==> src/rtl/cla_serial_addsub_pkg.sv <==
// rtl/cla_serial_addsub_pkg.sv - shared FSM encoding, slice width and ALU op codes
package cla_serial_addsub_pkg;

    typedef enum logic [1:0] {
        ST_IDLE = 2'd0,
        ST_RUN  = 2'd1,
        ST_DONE = 2'd2
    } state_e;

    localparam int SLICE_W = 4;

    localparam logic OP_ADD = 1'b0;
    localparam logic OP_SUB = 1'b1;

endpackage

==> src/rtl/cla_serial_addsub_if.sv <==
// rtl/cla_serial_addsub_if.sv - request/result bundle between the ALU sequencer and the add/sub unit
interface cla_serial_addsub_if #(
    parameter int WIDTH = 32
);
    logic             start;
    logic             op_sub;
    logic [WIDTH-1:0] a;
    logic [WIDTH-1:0] b;
    logic             busy;
    logic             done;
    logic [WIDTH-1:0] result;
    logic             carry;
    logic             zero;
    logic             negative;
    logic             overflow;

    modport master (
        output start, op_sub, a, b,
        input  busy, done, result, carry, zero, negative, overflow
    );

    modport slave (
        input  start, op_sub, a, b,
        output busy, done, result, carry, zero, negative, overflow
    );
endinterface

==> src/rtl/cla_serial_addsub_slice.sv <==
// rtl/cla_serial_addsub_slice.sv - 4-bit augmented carry-lookahead slice with group P/G
module cla_serial_addsub_slice (
    input  logic [3:0] a_i,
    input  logic [3:0] b_i,
    input  logic       cin_i,
    output logic [3:0] sum_o,
    output logic       p_o,
    output logic       g_o
);
    logic [3:0] p;
    logic [3:0] g;
    logic [3:0] c;

    assign p = a_i ^ b_i;
    assign g = a_i & b_i;

    // Internal carries fully expanded so no ripple path exists inside the slice.
    assign c[0] = cin_i;
    assign c[1] = g[0] | (p[0] & cin_i);
    assign c[2] = g[1] | (p[1] & g[0]) | (p[1] & p[0] & cin_i);
    assign c[3] = g[2] | (p[2] & g[1]) | (p[2] & p[1] & g[0])
                | (p[2] & p[1] & p[0] & cin_i);

    assign sum_o = p ^ c;
    assign p_o   = &p;
    assign g_o   = g[3] | (p[3] & g[2]) | (p[3] & p[2] & g[1])
                 | (p[3] & p[2] & p[1] & g[0]);
endmodule

==> src/rtl/cla_serial_addsub.sv <==
// rtl/cla_serial_addsub.sv - nibble-serial add/subtract unit, one CLA slice per clock
module cla_serial_addsub
    import cla_serial_addsub_pkg::*;
#(
    parameter int WIDTH = 32
) (
    input  logic                 clk,
    input  logic                 rst_n,
    cla_serial_addsub_if.slave   bus
);
    localparam int NIB = WIDTH / SLICE_W;
    localparam int CW  = (NIB > 1) ? $clog2(NIB) : 1;

    if (WIDTH % SLICE_W != 0) begin : g_bad_width
        $error("cla_serial_addsub: WIDTH must be a multiple of 4");
    end

    state_e                          state_q, state_d;
    logic [CW-1:0]                   cnt_q, cnt_d;
    logic [NIB-1:0][SLICE_W-1:0]     a_q, a_d;
    logic [NIB-1:0][SLICE_W-1:0]     b_q, b_d;
    logic [NIB-1:0][SLICE_W-1:0]     res_q, res_d;
    logic                            cy_q, cy_d;
    logic                            carry_q, carry_d;
    logic                            zero_q, zero_d;
    logic                            neg_q, neg_d;
    logic                            ovf_q, ovf_d;

    logic [SLICE_W-1:0]              slice_sum;
    logic                            slice_p;
    logic                            slice_g;
    logic                            slice_cout;

    cla_serial_addsub_slice u_slice (
        .a_i   (a_q[cnt_q]),
        .b_i   (b_q[cnt_q]),
        .cin_i (cy_q),
        .sum_o (slice_sum),
        .p_o   (slice_p),
        .g_o   (slice_g)
    );

    assign slice_cout = slice_g | (slice_p & cy_q);

    always_ff @(posedge clk or negedge rst_n) begin
        if (!rst_n) begin
            state_q <= ST_IDLE;
            cnt_q   <= '0;
            a_q     <= '0;
            b_q     <= '0;
            res_q   <= '0;
            cy_q    <= 1'b0;
            carry_q <= 1'b0;
            zero_q  <= 1'b0;
            neg_q   <= 1'b0;
            ovf_q   <= 1'b0;
        end else begin
            state_q <= state_d;
            cnt_q   <= cnt_d;
            a_q     <= a_d;
            b_q     <= b_d;
            res_q   <= res_d;
            cy_q    <= cy_d;
            carry_q <= carry_d;
            zero_q  <= zero_d;
            neg_q   <= neg_d;
            ovf_q   <= ovf_d;
        end
    end

    always_comb begin
        state_d = state_q;
        cnt_d   = cnt_q;
        a_d     = a_q;
        b_d     = b_q;
        res_d   = res_q;
        cy_d    = cy_q;
        carry_d = carry_q;
        zero_d  = zero_q;
        neg_d   = neg_q;
        ovf_d   = ovf_q;

        case (state_q)
            ST_IDLE: begin
                if (bus.start) begin
                    // Subtraction is a + ~b + 1: invert b here and seed the carry with 1.
                    a_d     = bus.a;
                    b_d     = (bus.op_sub == OP_SUB) ? ~bus.b : bus.b;
                    cy_d    = bus.op_sub;
                    cnt_d   = '0;
                    res_d   = '0;
                    carry_d = 1'b0;
                    zero_d  = 1'b0;
                    neg_d   = 1'b0;
                    ovf_d   = 1'b0;
                    state_d = ST_RUN;
                end
            end
            ST_RUN: begin
                res_d[cnt_q] = slice_sum;
                cy_d         = slice_cout;
                cnt_d        = cnt_q + CW'(1);
                if (cnt_q == CW'(NIB - 1)) begin
                    // Flags come from the fully assembled next result, so they land with DONE.
                    cnt_d   = '0;
                    carry_d = slice_cout;
                    zero_d  = (res_d == '0);
                    neg_d   = res_d[NIB-1][SLICE_W-1];
                    ovf_d   = (a_q[NIB-1][SLICE_W-1] == b_q[NIB-1][SLICE_W-1])
                            & (res_d[NIB-1][SLICE_W-1] != a_q[NIB-1][SLICE_W-1]);
                    state_d = ST_DONE;
                end
            end
            ST_DONE: begin
                state_d = ST_IDLE;
            end
            default: begin
                state_d = ST_IDLE;
            end
        endcase
    end

    assign bus.busy     = (state_q == ST_RUN);
    assign bus.done     = (state_q == ST_DONE);
    assign bus.result   = res_q;
    assign bus.carry    = carry_q;
    assign bus.zero     = zero_q;
    assign bus.negative = neg_q;
    assign bus.overflow = ovf_q;
endmodule

==> src/flat_wrapper.sv <==
// flat-port wrapper written by rule: the top's interface ports become plain ports
module cla_serial_addsub_flat import cla_serial_addsub_pkg::*;
#(
    parameter int WIDTH = 32
)
  (clk, rst_n, bus_start, bus_op_sub, bus_a, bus_b, bus_busy, bus_done, bus_result, bus_carry, bus_zero, bus_negative, bus_overflow);
  cla_serial_addsub_if #(.WIDTH(WIDTH)) bus_i ();
  input  logic clk;
  input  logic rst_n;
  input wire logic [$bits(bus_i.start)-1:0] bus_start;
  input wire logic [$bits(bus_i.op_sub)-1:0] bus_op_sub;
  input wire logic [$bits(bus_i.a)-1:0] bus_a;
  input wire logic [$bits(bus_i.b)-1:0] bus_b;
  output wire logic [$bits(bus_i.busy)-1:0] bus_busy;
  output wire logic [$bits(bus_i.done)-1:0] bus_done;
  output wire logic [$bits(bus_i.result)-1:0] bus_result;
  output wire logic [$bits(bus_i.carry)-1:0] bus_carry;
  output wire logic [$bits(bus_i.zero)-1:0] bus_zero;
  output wire logic [$bits(bus_i.negative)-1:0] bus_negative;
  output wire logic [$bits(bus_i.overflow)-1:0] bus_overflow;
  assign bus_i.start = bus_start;
  assign bus_i.op_sub = bus_op_sub;
  assign bus_i.a = bus_a;
  assign bus_i.b = bus_b;
  assign bus_busy = bus_i.busy;
  assign bus_done = bus_i.done;
  assign bus_result = bus_i.result;
  assign bus_carry = bus_i.carry;
  assign bus_zero = bus_i.zero;
  assign bus_negative = bus_i.negative;
  assign bus_overflow = bus_i.overflow;
  cla_serial_addsub #(.WIDTH(WIDTH)) u_core (.clk(clk), .rst_n(rst_n), .bus(bus_i));
endmodule
==> config.mk <==
export PLATFORM = sky130hd
export DESIGN_NAME = cla_serial_addsub_flat
export DESIGN_NICKNAME = d
export VERILOG_FILES = /design/src/rtl/cla_serial_addsub_pkg.sv /design/src/rtl/cla_serial_addsub_if.sv /design/src/rtl/cla_serial_addsub_slice.sv /design/src/rtl/cla_serial_addsub.sv /design/src/flat_wrapper.sv
export SDC_FILE = /design/constraint.sdc
export NUM_CORES = 1
export LEC_CHECK = 0
export BUFFER_PORTS_ARGS = -buffer_cell sky130_fd_sc_hd__buf_2
export CAP_MARGIN = 0
export CORE_MARGIN = 5
export CORE_UTILIZATION = 55
export CTS_CLUSTER_SIZE = 24
export DETAILED_ROUTE_END_ITERATION = 16
export PLACE_DENSITY = 0.87
export SYNTH_ARGS = -nofsm -noshare
export SYNTH_HDL_FRONTEND = slang
export SYNTH_SLANG_ARGS = --single-unit
==> constraint.sdc <==
create_clock -name clk -period 3.8 [get_ports clk]
set_clock_uncertainty 0.15 [all_clocks]
set_input_delay 0.38 -clock clk [delete_from_list [all_inputs] [get_ports clk]]
set_output_delay 0.38 -clock clk [all_outputs]
set_load 0.005 [all_outputs]
==> impl_metrics.env, run 1 <==
export IMPL_root_buffer="clkbuf_8"
export IMPL_postRouteAntennaNets=0
export IMPL_worstSetupPathType="reg2reg"
export IMPL_clk_latency_ns=0.36
export IMPL_clk_path_buf_depth=2
export IMPL_tritoncts="done"
export IMPL_holdPathStages=3
export IMPL_grt_ovfl_total=0
export IMPL_p_per_area_nw_per_um2=953
export IMPL_fin_util=0.658
export IMPL_r2r_cells=12
export IMPL_cpMaxStageDelayCell="dfrtp_1"
export IMPL_antenna_found_initial=0
export IMPL_slew_violations=0
export IMPL_vdd_ir_drop_max_v=0.000520
export IMPL_n_antenna_cell=0
export IMPL_nets=739
export IMPL_outcome="finished, final reports clean"
export IMPL_cp_cell_sequence="buf_4 -> nor3b_1 -> buf_4 -> a22oi_1 -> and4_1 -> fa_1 -> xor2_1 -> nand2_1 -> o21ai_0 -> nand4_1 -> or4_1 -> o21ai_1"
export IMPL_dr_total_vias=4572
export IMPL_coreArea_sq_um=9200
export IMPL_yosys_cell_count_top_type="nand2_1"
export IMPL_firstDrtPassIters=5
export IMPL_synth_main_ff_cell="dfrtp_1"
export IMPL_io_pin_count=106
export IMPL_die_y_um=107
export IMPL_grt_max_degree=100
export IMPL_tns_ns=0
export IMPL_maxCapViolations=0
export IMPL_path_buf_inv=2
export IMPL_grtUsageTotal=0.247
export IMPL_synth_area_sq_um=5160
export IMPL_io_buffer_count=105
export IMPL_total_leakage_power_nw=2.99
export IMPL_cp_end_kind="flop"
export IMPL_syn_avg_cell_area_sq_um=9.24
export IMPL_min_period_over_period=0.924
export IMPL_grt_setup_unrepaired="no"
export IMPL_wl_per_cell_um=17.8
export IMPL_p_total_mw=5.76
export IMPL_regArea_sq_um=2650
export IMPL_postCtsSetupRepairBufs=0
export IMPL_synth_top_area_cell="dfrtp_1"
export IMPL_grt_pass1_vias=4466
export IMPL_place_congestion=0.932
export IMPL_worstPathArrival_ns=3.65
export IMPL_setup_viol=0
export IMPL_route_detailed_drc=0
export IMPL_synth_top_area_frac=0.514
export IMPL_cts_num_sinks=106
export IMPL_cp_start_kind="flop"
export IMPL_path_clk_slew_ns=0.11
export IMPL_numCtsBuffers=9
export IMPL_seq_area_frac_synth=0.514
export IMPL_h_tree_depth=3
export IMPL_multiInputGateArea_sq_um=2330
export IMPL_finalInstanceArea_sq_um=6050
export IMPL_hpwlAfterDp_um=10400
export IMPL_cts_resized=0
export IMPL_yosysWarnings=0
export IMPL_synth_cells=559
export IMPL_drt_wl_total_um=13900
export IMPL_yosys_top_cells_count="nand2_1, dfrtp_1, o21ai_0"
export IMPL_crit_path_frequent_cell="buf_4"
export IMPL_layout_drive_gt1_share=0.228
export IMPL_fillers=773
export IMPL_hold_class="in2reg"
export IMPL_slew_limit_headroom=0.438
export IMPL_synth_seq_cells=106
export IMPL_synth_enable_flop_cells=0
export IMPL_synth_net_count=634
export IMPL_fp_dieW_um=107
export IMPL_placed_cell_area_sq_um=5850
export IMPL_drt_iter0_markers=292
export IMPL_max_freq_mhz=285
export IMPL_path_depth=12
export IMPL_cp_required_ns=3.94
export IMPL_ys_types=52
export IMPL_critPathMaxStageDelay_ns=0.53
export IMPL_finalHoldViolations=0
export IMPL_path_max_fanout=14
export IMPL_path_delay_family="simple AND/OR/NAND/NOR gates"
export IMPL_start_util=0.561
export IMPL_vias_per_cell=5.87
export IMPL_die_area_sq_um=11400
export IMPL_grt_pass1_wl_um=22500
export IMPL_timing_final_crit_period_ns=3.51
export IMPL_syn2layout_area_growth_pct=17.2
export IMPL_worst_pin_slew_ns=0.843
export IMPL_synthTopCellsByArea="dfrtp_1, nand2_1, o21ai_0, xnor2_1, a22oi_1"
export IMPL_num_rows=35
export IMPL_async_flop_share=1.00
[flip-flops by register name (all words and copies together), names as in the netlist]
signal and flops:
u_core.a_q 32, u_core.b_q 32, u_core.bus.carry 1, u_core.bus.negative 1
u_core.bus.overflow 1, u_core.bus.result 32, u_core.bus.zero 1, u_core.cnt_q 3
u_core.cy_q 1, u_core.state_q 2
[logic make-up after synthesis]
kind of cell,synth area share
buffers and inverters,0.0351
AND/OR/NAND/NOR,0.187
AO/OA/AOI/OAI,0.186
adder cells (fa/ha/maj),0.0184
flip-flops,0.514
XOR/XNOR,0.0594
[cell usage in the layout (no fill, tap or decap), drive strengths merged, types with 4 or more instances in the layout]
cell type	n
nand2	155
buf	126
dfrtp	106
o21ai	65
xnor2	33
a22oi	32
a22o	17
nor2	14
a21oi	13
inv	11
clkbuf	10
nand4	8
nand3	7
o22ai	7
ha	6
nor3	5
nor3b	5
nor2b	4
[final timing paths]
check	from	end	slack [ns]
max	u_core.cnt_q[0]	u_core.bus.zero	0.29
min	bus_a[17]	u_core.a_q[17]	0.05
max reg2reg	u_core.cnt_q[0]	u_core.bus.zero	0.29
min reg2reg	u_core.b_q[11]	u_core.b_q[11]	0.34
max in group asynchronous	rst_n	u_core.state_q[0]	2.23
min in group asynchronous	rst_n	u_core.bus.result[18]	0.43
[per-stage QoR]
stage          hold slack [ns]  std cells  setup slack, ns
4_1_cts                 0.0420        779            0.345
5_1_grt                 0.0382        779            0.117
3_3_place_gp             0.274        763            0.505
2_1_floorplan          -0.0656        559            0.497
3_5_place_dp             0.288        763            0.368
6_report                0.0457        779            0.288
[power by group]
| part | switching (mW) | leakage, nW | internal, mW | total, mW |
|---|---|---|---|---|
| clock | 0.389 | 0.0894 | 0.307 | 0.696 |
| combinational | 1.84 | 1.54 | 1.19 | 3.02 |
| sequential | 0.430 | 1.36 | 1.61 | 2.04 |
| total | 2.66 | 2.99 | 3.11 | 5.76 |
[cell type report]
cell class                      count  share of cell area
Inverter                           10             0.00662
Clock inverter                      5              0.0103
Tap cell                          111              0.0230
Sequential cell                   106               0.438
Clock buffer                       10              0.0211
Multi-Input combinational cell    410               0.386
Timing Repair Buffer              127               0.115
[worst reg2reg max path, delay by kind of cell (launching register included)]
family	cells	cell delay (ns)
AOI/OAI and AO/OA	3	0.31
xor gates and xnor gates	1	0.26
adders and majority gates	1	0.40
buffers and inverters	2	0.49
DFF	1	0.53
and+or+nand+nor	5	1.29
[repair_timing]
| action | CTS | global route |
|---|---|---|
| endpoints found under the setup margin | 0 | 0 |
| hold buffers | 1 | 0 |
| endpoints found under the hold margin | 46 | 0 |
[metal layers]
metal / track usage / up-vias / share of wire / wire length [um]
met5: 0 / - / 0 / 0
met4: 0.0758 / 0 / 0.021 / 294
met3: 0.0415 / 28 / 0.067 / 927
met2: 0.417 / 194 / 0.49 / 6850
met1: 0.327 / 2203 / 0.42 / 5830
li1: - / 2147 / - / -
Power figures use the tool's default switching activity.
==> run 2: changes to the inputs <==
- PLACE_DENSITY: 0.87 -> 0.91
==> run 2 against run 1 <==
Final cell count down 0.77%. Critical path type unchanged. Via count up 0.37%. Core utilization down 0.76 points. Non-clock buffer count down 7. Largest cell class unchanged. Critical path depth down 1. Combinational power down 4%. Critical endpoint unchanged. Largest power group unchanged.
==> impl_metrics.env, run 2 (synthesized netlist as in run 1, its figures left out) <==
export IMPL_outcome="finished, final reports clean"
export IMPL_slew_violations=0
export IMPL_worstPathArrival_ns=3.70
export IMPL_postCtsSetupRepairBufs=0
export IMPL_grtUsageTotal=0.255
export IMPL_postRouteAntennaNets=0
export IMPL_drt_wl_total_um=13900
export IMPL_numCtsBuffers=9
export IMPL_grt_ovfl_total=0
export IMPL_layout_drive_gt1_share=0.224
export IMPL_slew_limit_headroom=0.311
export IMPL_grt_pass1_vias=4584
export IMPL_grt_setup_unrepaired="no"
export IMPL_min_period_over_period=0.934
export IMPL_setup_viol=0
export IMPL_n_antenna_cell=0
export IMPL_drt_iter0_markers=315
export IMPL_route_detailed_drc=0
export IMPL_max_freq_mhz=282
export IMPL_cp_start_kind="flop"
export IMPL_start_util=0.561
export IMPL_mostFrequentLayoutCell="nand2_1"
export IMPL_cts_hold_buf=0
export IMPL_syn2layout_area_growth_pct=15.9
export IMPL_path_max_fanout=11
export IMPL_wl_met2_um=6900
export IMPL_finalInstanceArea_sq_um=5980
export IMPL_grt_max_degree=84
export IMPL_cts_num_sinks=106
export IMPL_r2r_cells=11
export IMPL_timing_final_crit_period_ns=3.55
export IMPL_nets=732
export IMPL_grt_pass1_wl_um=23000
export IMPL_placed_cell_area_sq_um=5810
export IMPL_place_congestion=0.887
export IMPL_fin_util=0.650
export IMPL_h_tree_depth=3
export IMPL_whs_ns=0.0257
export IMPL_cp_end_kind="flop"
export IMPL_total_leakage_power_nw=2.96
export IMPL_wl_met3_um=1050
export IMPL_firstDrtPassIters=5
export IMPL_hpwlAfterDp_um=10500
export IMPL_clk_latency_ns=0.38
export IMPL_worstSetupPathType="reg2reg"
export IMPL_tns_ns=0
export IMPL_maxCapViolations=0
export IMPL_die_area_sq_um=11400
export IMPL_tritoncts="done"
export IMPL_coreArea_sq_um=9200
export IMPL_antenna_found_initial=0
export IMPL_cts_resized=0
export IMPL_vdd_ir_drop_max_v=0.000469
export IMPL_die_y_um=107
export IMPL_finalHoldViolations=0
export IMPL_clk_path_buf_depth=2
export IMPL_p_per_area_nw_per_um2=936
export IMPL_worst_pin_slew_ns=1.03
export IMPL_io_pin_count=106
export IMPL_vias_per_cell=5.94
export IMPL_fp_dieW_um=107
export IMPL_layout_common_cells="nand2_1, dfrtp_1, buf_2, o21ai_0, xnor2_1"
export IMPL_wl_per_cell_um=18.0
export IMPL_fillers=748
export IMPL_dr_total_vias=4589
export IMPL_root_buffer="clkbuf_8"
export IMPL_dr_max_layer_used="met4"
export IMPL_wl_met1_um=5620
export IMPL_num_rows=35
export IMPL_cp_required_ns=3.95
export IMPL_io_buffer_count=105
export IMPL_hold_class="in2async"
export IMPL_path_clk_slew_ns=0.11
-- run 2: cell count changes in the layout (fill, tap and decap cells not counted), sizes merged --
| cell | before | now |
|---|---|---|
| clkinv | 1 | 4 |
| clkinvlp | 2 | 1 |
| buf | 126 | 120 |
| dlygate4sd3 | 1 | 0 |
| clkbuf | 10 | 9 |
| inv | 11 | 12 |
| bufinv | 1 | 0 |
-- run 2: routing by layer --
metal | vias up | track usage
met5 | - | 0
met4 | 0 | 0.0941
met3 | 33 | 0.0584
met2 | 227 | 0.424
met1 | 2195 | 0.327
li1 | 2134 | -
-- run 2: worst paths after layout --
| kind | start | slack [ns] | to |
|---|---|---|---|
| worst min-delay path | rst_n | 0.03 | u_core.bus.result[1] |
| worst max-delay path | u_core.cnt_q[2] | 0.25 | u_core.bus.zero |
| min in group clk | bus_a[8] | 0.03 | u_core.a_q[8] |
| max in group asynchronous | rst_n | 2.56 | u_core.b_q[2] |
| worst min register to register | u_core.b_q[21] | 0.34 | u_core.b_q[21] |
| worst max register to register | u_core.cnt_q[2] | 0.25 | u_core.bus.zero |
-- run 2: where the power goes --
part | total [mW] | switching [mW] | leakage [nW] | internal, mW
registers | 2.06 | 0.443 | 1.36 | 1.61
logic | 2.89 | 1.79 | 1.51 | 1.10
clock network | 0.651 | 0.407 | 0.0917 | 0.245
total | 5.60 | 2.64 | 2.96 | 2.96
-- run 2: stage by stage --
stage / total power [mW] / std cells / setup slack, ns
2_1_floorplan: 3.85 / 559 / 0.497
3_3_place_gp: 4.83 / 757 / 0.529
3_5_place_dp: 4.94 / 757 / 0.375
4_1_cts: 5.58 / 773 / 0.327
5_1_grt: 6.03 / 773 / 0.0767
6_report: 5.60 / 773 / 0.249
-- run 2: worst max-delay path, stage by stage, from the launching register on --
cell	delay, ns
dfrtp_1	0.51
inv_4	0.15
and3_1	0.53
a22oi_1	0.12
and4_1	0.25
fa_1	0.44
xor2_1	0.37
nand2_1	0.09
o21ai_0	0.08
nand4_1	0.10
or4_1	0.54
o21ai_1	0.15
-- run 2: final cells by class --
| type | count | area, sq um | area share |
|---|---|---|---|
| tap | 111 | 139 | 0.0232 |
| timing repair buffer | 120 | 641 | 0.107 |
| sequential | 106 | 2650 | 0.444 |
| inverter | 10 | 40.0 | 0.00669 |
| multi-input combinational | 410 | 2330 | 0.390 |
| clock buffer | 9 | 124 | 0.0207 |
| clock inverter | 7 | 51.3 | 0.00858 |
==> run 3: changes to the inputs <==
- SYNTH_HIERARCHICAL: not set -> 1
==> run 3 against run 2 <==
Sequential power is 3% lower. Sequential share of layout area fell by 1.8 points. Setup slack got worse by 0.019 ns. Count of clock-buffer cells in the layout is the same. Total power grew 24%. Combinational power up 43%. Clock power rose by 22%. Fmax down 0.54%. Core utilization rose by 2.1 points. Register-to-register slack got worse by 0.02 ns. Critical endpoint is now u_core/bus.zero. Largest cell class unchanged. Highest routed layer unchanged.
==> impl_metrics.env, run 3 <==
export IMPL_seq_area_frac_synth=0.503
export IMPL_synth_cells=486
export IMPL_cp_required_ns=3.93
export IMPL_drt_wl_total_um=14000
export IMPL_num_rows=35
export IMPL_antenna_found_initial=0
export IMPL_hold_class="in2reg"
export IMPL_h_tree_depth=3
export IMPL_ys_types=51
export IMPL_yosysWarnings=6
export IMPL_root_buffer="clkbuf_8"
export IMPL_grt_setup_unrepaired="no"
export IMPL_path_max_fanout=10
export IMPL_outcome="finished, final reports clean"
export IMPL_firstDrtPassIters=5
export IMPL_wl_per_cell_um=19.4
export IMPL_place_congestion=0.983
export IMPL_tns_ns=0
export IMPL_n_antenna_cell=0
export IMPL_grtUsageTotal=0.249
export IMPL_grt_max_degree=101
export IMPL_async_flop_share=1.00
export IMPL_synth_main_ff_cell="dfrtp_1"
export IMPL_vias_per_cell=6.07
export IMPL_placed_cell_area_sq_um=5970
export IMPL_dr_total_vias=4387
export IMPL_slew_violations=0
export IMPL_layout_common_cells="dfrtp_1, buf_2, nor2_1, a21oi_1, a22o_1"
export IMPL_die_y_um=108
export IMPL_clkPwrFrac=0.115
export IMPL_yosys_top_cells_count="dfrtp_1, nor2_1, a21oi_1"
export IMPL_worstSetupPathType="reg2reg"
export IMPL_min_period_over_period=0.939
export IMPL_synth_top_area_frac=0.503
export IMPL_syn_avg_cell_area_sq_um=10.8
export IMPL_clk_latency_ns=0.37
export IMPL_max_freq_mhz=280
export IMPL_start_util=0.568
export IMPL_cts_num_sinks=106
export IMPL_total_leakage_power_nw=2.86
export IMPL_power_switching_mw=3.22
export IMPL_io_buffer_count=105
export IMPL_worst_pin_slew_ns=0.867
export IMPL_vdd_ir_drop_max_v=0.000799
export IMPL_coreArea_sq_um=9280
export IMPL_route_detailed_drc=0
export IMPL_grt_pass1_vias=4409
export IMPL_finalHoldViolations=0
export IMPL_synth_enable_flop_cells=0
export IMPL_layout_drive_gt1_share=0.315
export IMPL_worstPathArrival_ns=3.70
export IMPL_cp_end_kind="flop"
export IMPL_postRouteAntennaNets=0
export IMPL_yosys_cell_count_top_type="dfrtp_1"
export IMPL_numCtsBuffers=9
export IMPL_synth_area_sq_um=5270
export IMPL_mostFrequentLayoutCell="dfrtp_1"
export IMPL_io_pin_count=106
export IMPL_fp_dieW_um=108
export IMPL_switching_share=0.464
export IMPL_grt_pass1_wl_um=22700
export IMPL_grt_ovfl_total=0
export IMPL_hpwlAfterDp_um=10300
export IMPL_clk_path_buf_depth=2
export IMPL_syn2layout_area_growth_pct=18.3
export IMPL_nets=665
export IMPL_drt_iter0_markers=283
export IMPL_synth_net_count=562
export IMPL_setup_viol=0
export IMPL_comb_power_share=0.598
export IMPL_placedCellCount=704
export IMPL_maxCapViolations=0
export IMPL_finalInstanceArea_sq_um=6240
export IMPL_timing_final_crit_period_ns=3.57
export IMPL_synth_seq_cells=106
export IMPL_slew_limit_headroom=0.422
export IMPL_intPower_mw=3.72
export IMPL_path_clk_slew_ns=0.11
export IMPL_cp_start_kind="flop"
export IMPL_p_per_area_nw_per_um2=1110
export IMPL_synthTopCellsByArea="dfrtp_1, mux2_2, a22o_1, xnor2_1, a22oi_1"
export IMPL_power_frac_seq=0.288
export IMPL_instances_no_fill=723
export IMPL_synth_top_area_cell="dfrtp_1"
export IMPL_die_area_sq_um=11600
export IMPL_tritoncts="done"
==> run 3: logic make-up (layout without fill, tap and decap cells) <==
logic type      count (synthesis)  after routing  synth area share
compound gates                146            146             0.196
simple gates                  108            108             0.103
flops                         106            106             0.503
buf+inv                        44            152            0.0373
mux                            39             39            0.0823
xor+xnor                       35             35            0.0581
fa+ha+maj                       8              8            0.0204
==> run 3: metal layers <==
metal	share of wire	track usage	vias to the layer above
met2	0.48	0.409	215
li1	-	-	1996
met4	0.029	0.0938	0
met1	0.42	0.328	2142
met5	0	0	-
met3	0.074	0.0462	34
==> run 3: stage by stage <==
stage / utilization / power (mW) / hold WS (ns) / setup slack (ns)
after global placement: 0.643 / 5.82 / 0.280 / 0.347
final: 0.672 / 6.93 / 0.0840 / 0.230
after detailed placement: 0.643 / 5.99 / 0.289 / 0.186
after floorplan: - / 4.65 / -0.0656 / 0.403
after global routing: 0.672 / 7.34 / 0.0785 / 0.0595
after CTS: 0.669 / 6.81 / 0.0796 / 0.164
==> run 3: path summary, 6_finish.rpt <==
path	from	end	slack, ns	cells past startpoint
hold reg to reg	u_core/a_q[27]	u_core/a_q[27]	0.38	1
setup / recovery	u_core/cnt_q[1]	u_core/bus.zero	0.23	13
setup reg to reg	u_core/cnt_q[1]	u_core/bus.zero	0.23	13
hold / removal	bus_a[22]	u_core/a_q[22]	0.08	2
max in group asynchronous	rst_n	u_core/b_q[20]	2.37	3
min in group asynchronous	rst_n	u_core/bus.result[13]	0.42	2
==> run 3: cell type report <==
cell class,instances,area [sq um]
Inverter,9,33.8
Multi-Input combinational cell,336,2440
Tap cell,129,161
Clock buffer,9,124
Sequential cell,106,2650
Timing Repair Buffer,127,721
Clock inverter,7,109
Fill cell,713,3050
==> run 3: repair_timing <==
item / 4_1_cts / 5_1_grt
setup buffers: 0 / 2
hold endpoints to repair: 49 / 0
endpoints found under the setup margin: 0 / 1
gates resized for setup: 0 / 2
hold buffers: 1 / 0
==> run 3: power groups by stage <==
stage | Clock, mW | Sequential (mW) | Combinational [mW]
after floorplan | 0 | 1.86 | 2.79
after global placement | 0 | 1.99 | 3.83
after detailed placement | 0 | 2.01 | 3.98
after CTS | 0.803 | 1.99 | 4.02
after global routing | 0.848 | 2.05 | 4.45
final | 0.796 | 1.99 | 4.14
==> run 3: critical path, cell delays in order, from the launching register on <==
cell	delay, ns
dfrtp_1	0.43
buf_4	0.18
nor3_1	0.23
buf_4	0.21
a22oi_1	0.11
nand4_1	0.21
inv_1	0.09
fa_1	0.53
inv_1	0.15
mux2_2	0.31
o221a_2	0.26
a2111oi_2	0.28
nand4_1	0.14
o31ai_2	0.19
